**src/rtl/serial_add_pkg.sv**
```systemverilog
// Shared definitions for the bit-serial adder sequencer: FSM state encoding
// and the default operand width.
package serial_add_pkg;

  localparam int DEFAULT_WIDTH = 8;

  typedef enum logic [1:0] {
    ST_IDLE = 2'd0,
    ST_RUN  = 2'd1,
    ST_DONE = 2'd2
  } state_t;

endpackage

```
**src/rtl/fulladder.sv**
```systemverilog
// One-bit full-adder cell: s = a ^ b ^ p, c = majority(a, b, p).
module fulladder (
  output logic s,
  output logic c,
  input  logic a,
  input  logic b,
  input  logic p
);

  logic w_axb;

  assign w_axb = a ^ b;
  assign s     = w_axb ^ p;
  assign c     = (a & b) | (p & w_axb);

endmodule

```
**src/rtl/serial_add_ctrl.sv**
```systemverilog
// Bit-serial adder sequencer: one shared full-adder cell is stepped LSB-first
// over WIDTH cycles with the carry held in a flip-flop, start/done handshake.
module serial_add_ctrl
  import serial_add_pkg::*;
#(
  parameter int WIDTH = DEFAULT_WIDTH
) (
  input  logic             clk,
  input  logic             rst_n,
  input  logic             start,
  input  logic [WIDTH-1:0] a,
  input  logic [WIDTH-1:0] b,
  input  logic             cin,
  output logic             busy,
  output logic             done,
  output logic [WIDTH-1:0] sum,
  output logic             cout,
  output logic             ovf
);

  localparam int               CNT_W    = $clog2(WIDTH) + 1;
  localparam logic [CNT_W-1:0] LAST_CNT = CNT_W'(WIDTH - 1);
  localparam logic [CNT_W-1:0] CNT_ONE  = CNT_W'(1);

  state_t           r_state;
  logic [CNT_W-1:0] r_cnt;
  logic [WIDTH-1:0] r_a;
  logic [WIDTH-1:0] r_b;
  logic [WIDTH-1:0] r_sum;
  logic             r_carry;
  logic             r_cout;
  logic             r_ovf;
  logic             r_busy;
  logic             r_done;

  logic             w_s;
  logic             w_c;
  logic [WIDTH-1:0] w_sum_next;

  fulladder u_fa (
    .s (w_s),
    .c (w_c),
    .a (r_a[0]),
    .b (r_b[0]),
    .p (r_carry)
  );

  // Written as shift-then-overwrite so it stays legal when WIDTH is 1.
  // NOTE: every always_comb output gets a default first so no latch is inferred.
  always_comb begin
    w_sum_next            = r_sum >> 1;
    w_sum_next[WIDTH-1]   = w_s;
  end

  // NOTE: sequential state uses non-blocking assignments only, so every
  // register samples the pre-edge values of the others.
  always_ff @(posedge clk or negedge rst_n) begin
    if (!rst_n) begin
      r_state <= ST_IDLE;
      r_cnt   <= '0;
      r_a     <= '0;
      r_b     <= '0;
      r_sum   <= '0;
      r_carry <= 1'b0;
      r_cout  <= 1'b0;
      r_ovf   <= 1'b0;
      r_busy  <= 1'b0;
      r_done  <= 1'b0;
    end else begin
      case (r_state)
        ST_IDLE, ST_DONE: begin
          r_done <= 1'b0;
          if (start) begin
            r_a     <= a;
            r_b     <= b;
            r_carry <= cin;
            r_cnt   <= '0;
            r_busy  <= 1'b1;
            r_state <= ST_RUN;
          end else begin
            r_busy  <= 1'b0;
            r_state <= ST_IDLE;
          end
        end

        ST_RUN: begin
          r_a     <= r_a >> 1;
          r_b     <= r_b >> 1;
          r_carry <= w_c;
          r_sum   <= w_sum_next;
          r_cnt   <= r_cnt + CNT_ONE;
          if (r_cnt == LAST_CNT) begin
            // r_carry is the carry into the MSB on this final step.
            r_cout  <= w_c;
            r_ovf   <= r_carry ^ w_c;
            r_busy  <= 1'b0;
            r_done  <= 1'b1;
            r_state <= ST_DONE;
          end
        end

        default: begin
          r_busy  <= 1'b0;
          r_done  <= 1'b0;
          r_state <= ST_IDLE;
        end
      endcase
    end
  end

  assign busy = r_busy;
  assign done = r_done;
  assign sum  = r_sum;
  assign cout = r_cout;
  assign ovf  = r_ovf;

endmodule

```
**config.mk**
```make
export PLATFORM = sky130hd
export DESIGN_NAME = serial_add_ctrl
export DESIGN_NICKNAME = d
export VERILOG_FILES = /design/src/rtl/serial_add_pkg.sv /design/src/rtl/fulladder.sv /design/src/rtl/serial_add_ctrl.sv
export SDC_FILE = /design/constraint.sdc
export NUM_CORES = 1
export LEC_CHECK = 0
export CAP_MARGIN = 5
export CELL_PAD_IN_SITES_DETAIL_PLACEMENT = 0
export CELL_PAD_IN_SITES_GLOBAL_PLACEMENT = 1
export CORE_ASPECT_RATIO = 0.7
export CORE_MARGIN = 2
export CORE_UTILIZATION = 35
export CTS_CLUSTER_DIAMETER = 30
export DETAILED_ROUTE_END_ITERATION = 8
export PLACE_DENSITY = 0.81
export SLEW_MARGIN = 20
export SYNTH_ARGS = -nofsm -noshare
export SYNTH_HDL_FRONTEND = slang
export SYNTH_SLANG_ARGS = --single-unit
```
**constraint.sdc**
```tcl
create_clock -name clk -period 3 [get_ports clk]
set_input_delay 0.3 -clock clk [delete_from_list [all_inputs] [get_ports clk]]
set_output_delay 0.3 -clock clk [all_outputs]
set_load 0.01 [all_outputs]
```
==> impl_metrics.py <==
metrics = {
    "synth": {
        "syn_nets": 123,
        "synth_cell_types": 22,
        "postSynthCellCount": 101,
        "ys_seq_area_share_pct": 57.3,
        "yosysWarnings": 0,
        "ys_ff_latch": 34,
        "netlist_area_um2": 1480,
        "syn_area_per_cell_um2": 14.7,
    },
    "sta": {
        "setup_tns_ps": 0,
        "final-setup-viol-count": 0,
        "finalCriticalPeriod_ps": 1680,
        "fin_skew_ps": 6.58,
        "worst_pin_slew_ps": 777,
        "max_freq_mhz": 596,
        "maxSlewViolCount": 0,
        "fin_crit_sh_pct": 56.0,
        "rsz0062_at_grt": "false",
        "slew-limit-headroom_pct": 48.1,
        "hold_viol": 0,
    },
    "clocking": {
        "ctsResizeCount": 0,
        "hold_buffers": 0,
        "post_cts_buffers": 0,
        "cts.path.max_buffers": 2,
        "tritoncts": "built",
        "cts_root_buf": "clkbuf_8",
        "clk_pin_slew_worst_paths_ps": 70,
        "cts_buffers": 5,
        "insertion_delay_ps": 280,
        "h-tree-depth": 2,
        "clock_sinks": 34,
    },
    "worst_setup_path": {
        "path_max_fanout": 31,
        "critical_path_buf_inv_count": 0,
        "cpLargestDelayFamily": "simple AND/OR/NAND/NOR gates",
        "critPathKind": "reg2reg",
        "cp_cell_sequence": "nor2b_4, nor2_4, a22o_1",
        "cp_data_required_time_ps": 3170,
        "arrival_ps": 1850,
        "r2r_slack_ps": 1320,
        "crit_slowest_cell": "nor2b_4",
        "worst_path_largest_cell_delay_ps": 640,
        "cp-end-kind": "register",
        "cp-start-kind": "register",
    },
    "flow_run": {
        "drv_cap": 0,
    },
    "routing": {
        "drcViolationCount": 0,
        "dr.pass1.iters": 4,
        "wl_per_cell_um": 14.2,
        "final_antenna_net_count": 0,
        "wl_mm": 2.66,
        "drt-vias-per-instance": 4.92,
        "detail_route.iter0.violations": 64,
        "vias": 920,
    },
    "grt": {
        "grt_remaining_overflow": 0,
        "grt_use_met2_pct": 19.2,
        "grt_busiest_layer": "met2",
        "grt.total_usage_pct": 12.5,
        "gr-usage-met1_pct": 16.8,
        "grt_pass1_vias": 964,
        "grt_first_pass_wirelength_mm": 4.46,
        "use_met3_pct": 4.45,
        "grt_max_degree": 35,
        "antenna_found_initial": 0,
    },
    "place": {
        "hpwl_mm": 1.78,
        "dpl_cell_area_um2": 1810,
        "place.gp.congestion": 0.689,
        "io_buffers": 31,
    },
    "cells_and_area": {
        "final_cell_mix": "34 x dfrtp_1, 31 x clkdlybuf4s50_1, 19 x a22o_1",
        "antenna_cells": 0,
        "area_growth_pct": 28.1,
        "final_common_cell": "dfrtp_1",
        "fillers": 359,
        "final_area_um2": 1900,
        "nets": 156,
        "drive_gt1_share_pct": 10.4,
    },
    "floorplan": {
        "row_count": 19,
        "dieArea_um2": 4790,
        "io_pins": 32,
        "initial_utilization_pct": 37.2,
        "design.core.area_um2": 3990,
        "die-height_um": 58.5,
        "die_w_um": 81.8,
    },
    "pwr": {
        "leakagePower_nw": 0.944,
        "vdd_drop_max_v": 0.000498,
        "pwr_density_cell_nw_per_um2": 1060,
    },
    "worst_hold_path": {
        "hp-class": "in2async",
    },
    "run_status": {
        "status": "complete, no violations",
    },
}
-- report_power, final --
group	internal [mW]	switching, mW	total [mW]
Clock	0.185	0.156	0.341
Combinational	0.494	0.362	0.856
Sequential	0.674	0.137	0.811
Total	1.35	0.655	2.01
-- cells by family after synthesis --
group                    count (synthesis)  share of synthesized area, %
AO/OA/AOI/OAI                           36                          19.9
flip-flops                              34                          57.3
multiplexers                            12                          8.94
AND/OR/NAND/NOR                          9                          6.58
buffers and inverters                    6                          3.88
XOR/XNOR                                 2                          1.18
adder cells (fa/ha/maj)                  2                          2.19
-- flip-flops by register name, indices dropped and copies added, names as in the netlist, 4 cells and up --
name / cells
r_a: 8
r_b: 8
r_cnt: 4
sum: 8
-- path summary, 6_finish.rpt --
path	from	to	cells past startpoint
worst min register to register	r_b[3]	r_b[3]	1
max in group asynchronous	rst_n	r_b[1]	2
min in group clk	r_b[3]	r_b[3]	1
worst min-delay path	rst_n	sum[5]	2
worst max-delay path	done	r_b[7]	3
worst max register to register	done	r_b[7]	3
-- synthesized netlist by cell type --
cell type | number | area share, %
mux2i_1 | 2 | 1.3
mux2_1 | 10 | 7.6
nor2_1 | 1 | 0.25
and2b_4 | 1 | 0.67
ha_1 | 1 | 0.84
a22o_1 | 19 | 11
fa_1 | 1 | 1.3
a21o_1 | 16 | 8.1
xor2_1 | 1 | 0.59
and2b_1 | 1 | 0.51
buf_6 | 4 | 3.0
nor2_4 | 1 | 0.76
xnor2_1 | 1 | 0.59
nor2b_4 | 1 | 0.93
nand3b_4 | 1 | 1.3
nand2b_1 | 1 | 0.42
buf_4 | 1 | 0.51
buf_2 | 1 | 0.34
nor3b_4 | 1 | 1.3
a31o_2 | 1 | 0.59
dfrtp_1 | 34 | 57
nand4_1 | 1 | 0.42
-- metrics by stage --
step	worst slack, ps	total power [mW]	utilization [%]	std cells	hold WS (ps)
global route	1160	2.16	47.6	187	469
global placement	1370	1.64	45.3	179	459
CTS	1290	2.03	47.6	187	444
detailed placement	1290	1.69	45.3	179	468
finish	1320	2.01	47.6	187	424
floorplan	1570	1.43	-	101	4.41
-- worst reg2reg max path, cell delays in order (launching register included) --
cell and delay [ps]:
dfrtp_1 440, nor2b_4 640, nor2_4 250, a22o_1 240
-- per-layer routing --
metal  share of wire [%]  vias to the layer above
li1                    -                      441
met1                  50                      450
met2                  43                       27
met3                 6.3                        2
met4                0.56                        0
met5                   0                        -
-- layout make-up --
cell class / instances / area [um2] / area share, %
clock buffers: 7 / 86.3 / 4.54
clock inverters: 1 / 5.00 / 0.263
multi-input cells: 61 / 576 / 30.3
flip-flops and latches: 34 / 851 / 44.8
well taps: 52 / 65.1 / 3.42
repair buffers: 32 / 318 / 16.7
Note: power is estimated with default switching activity, not from simulation.
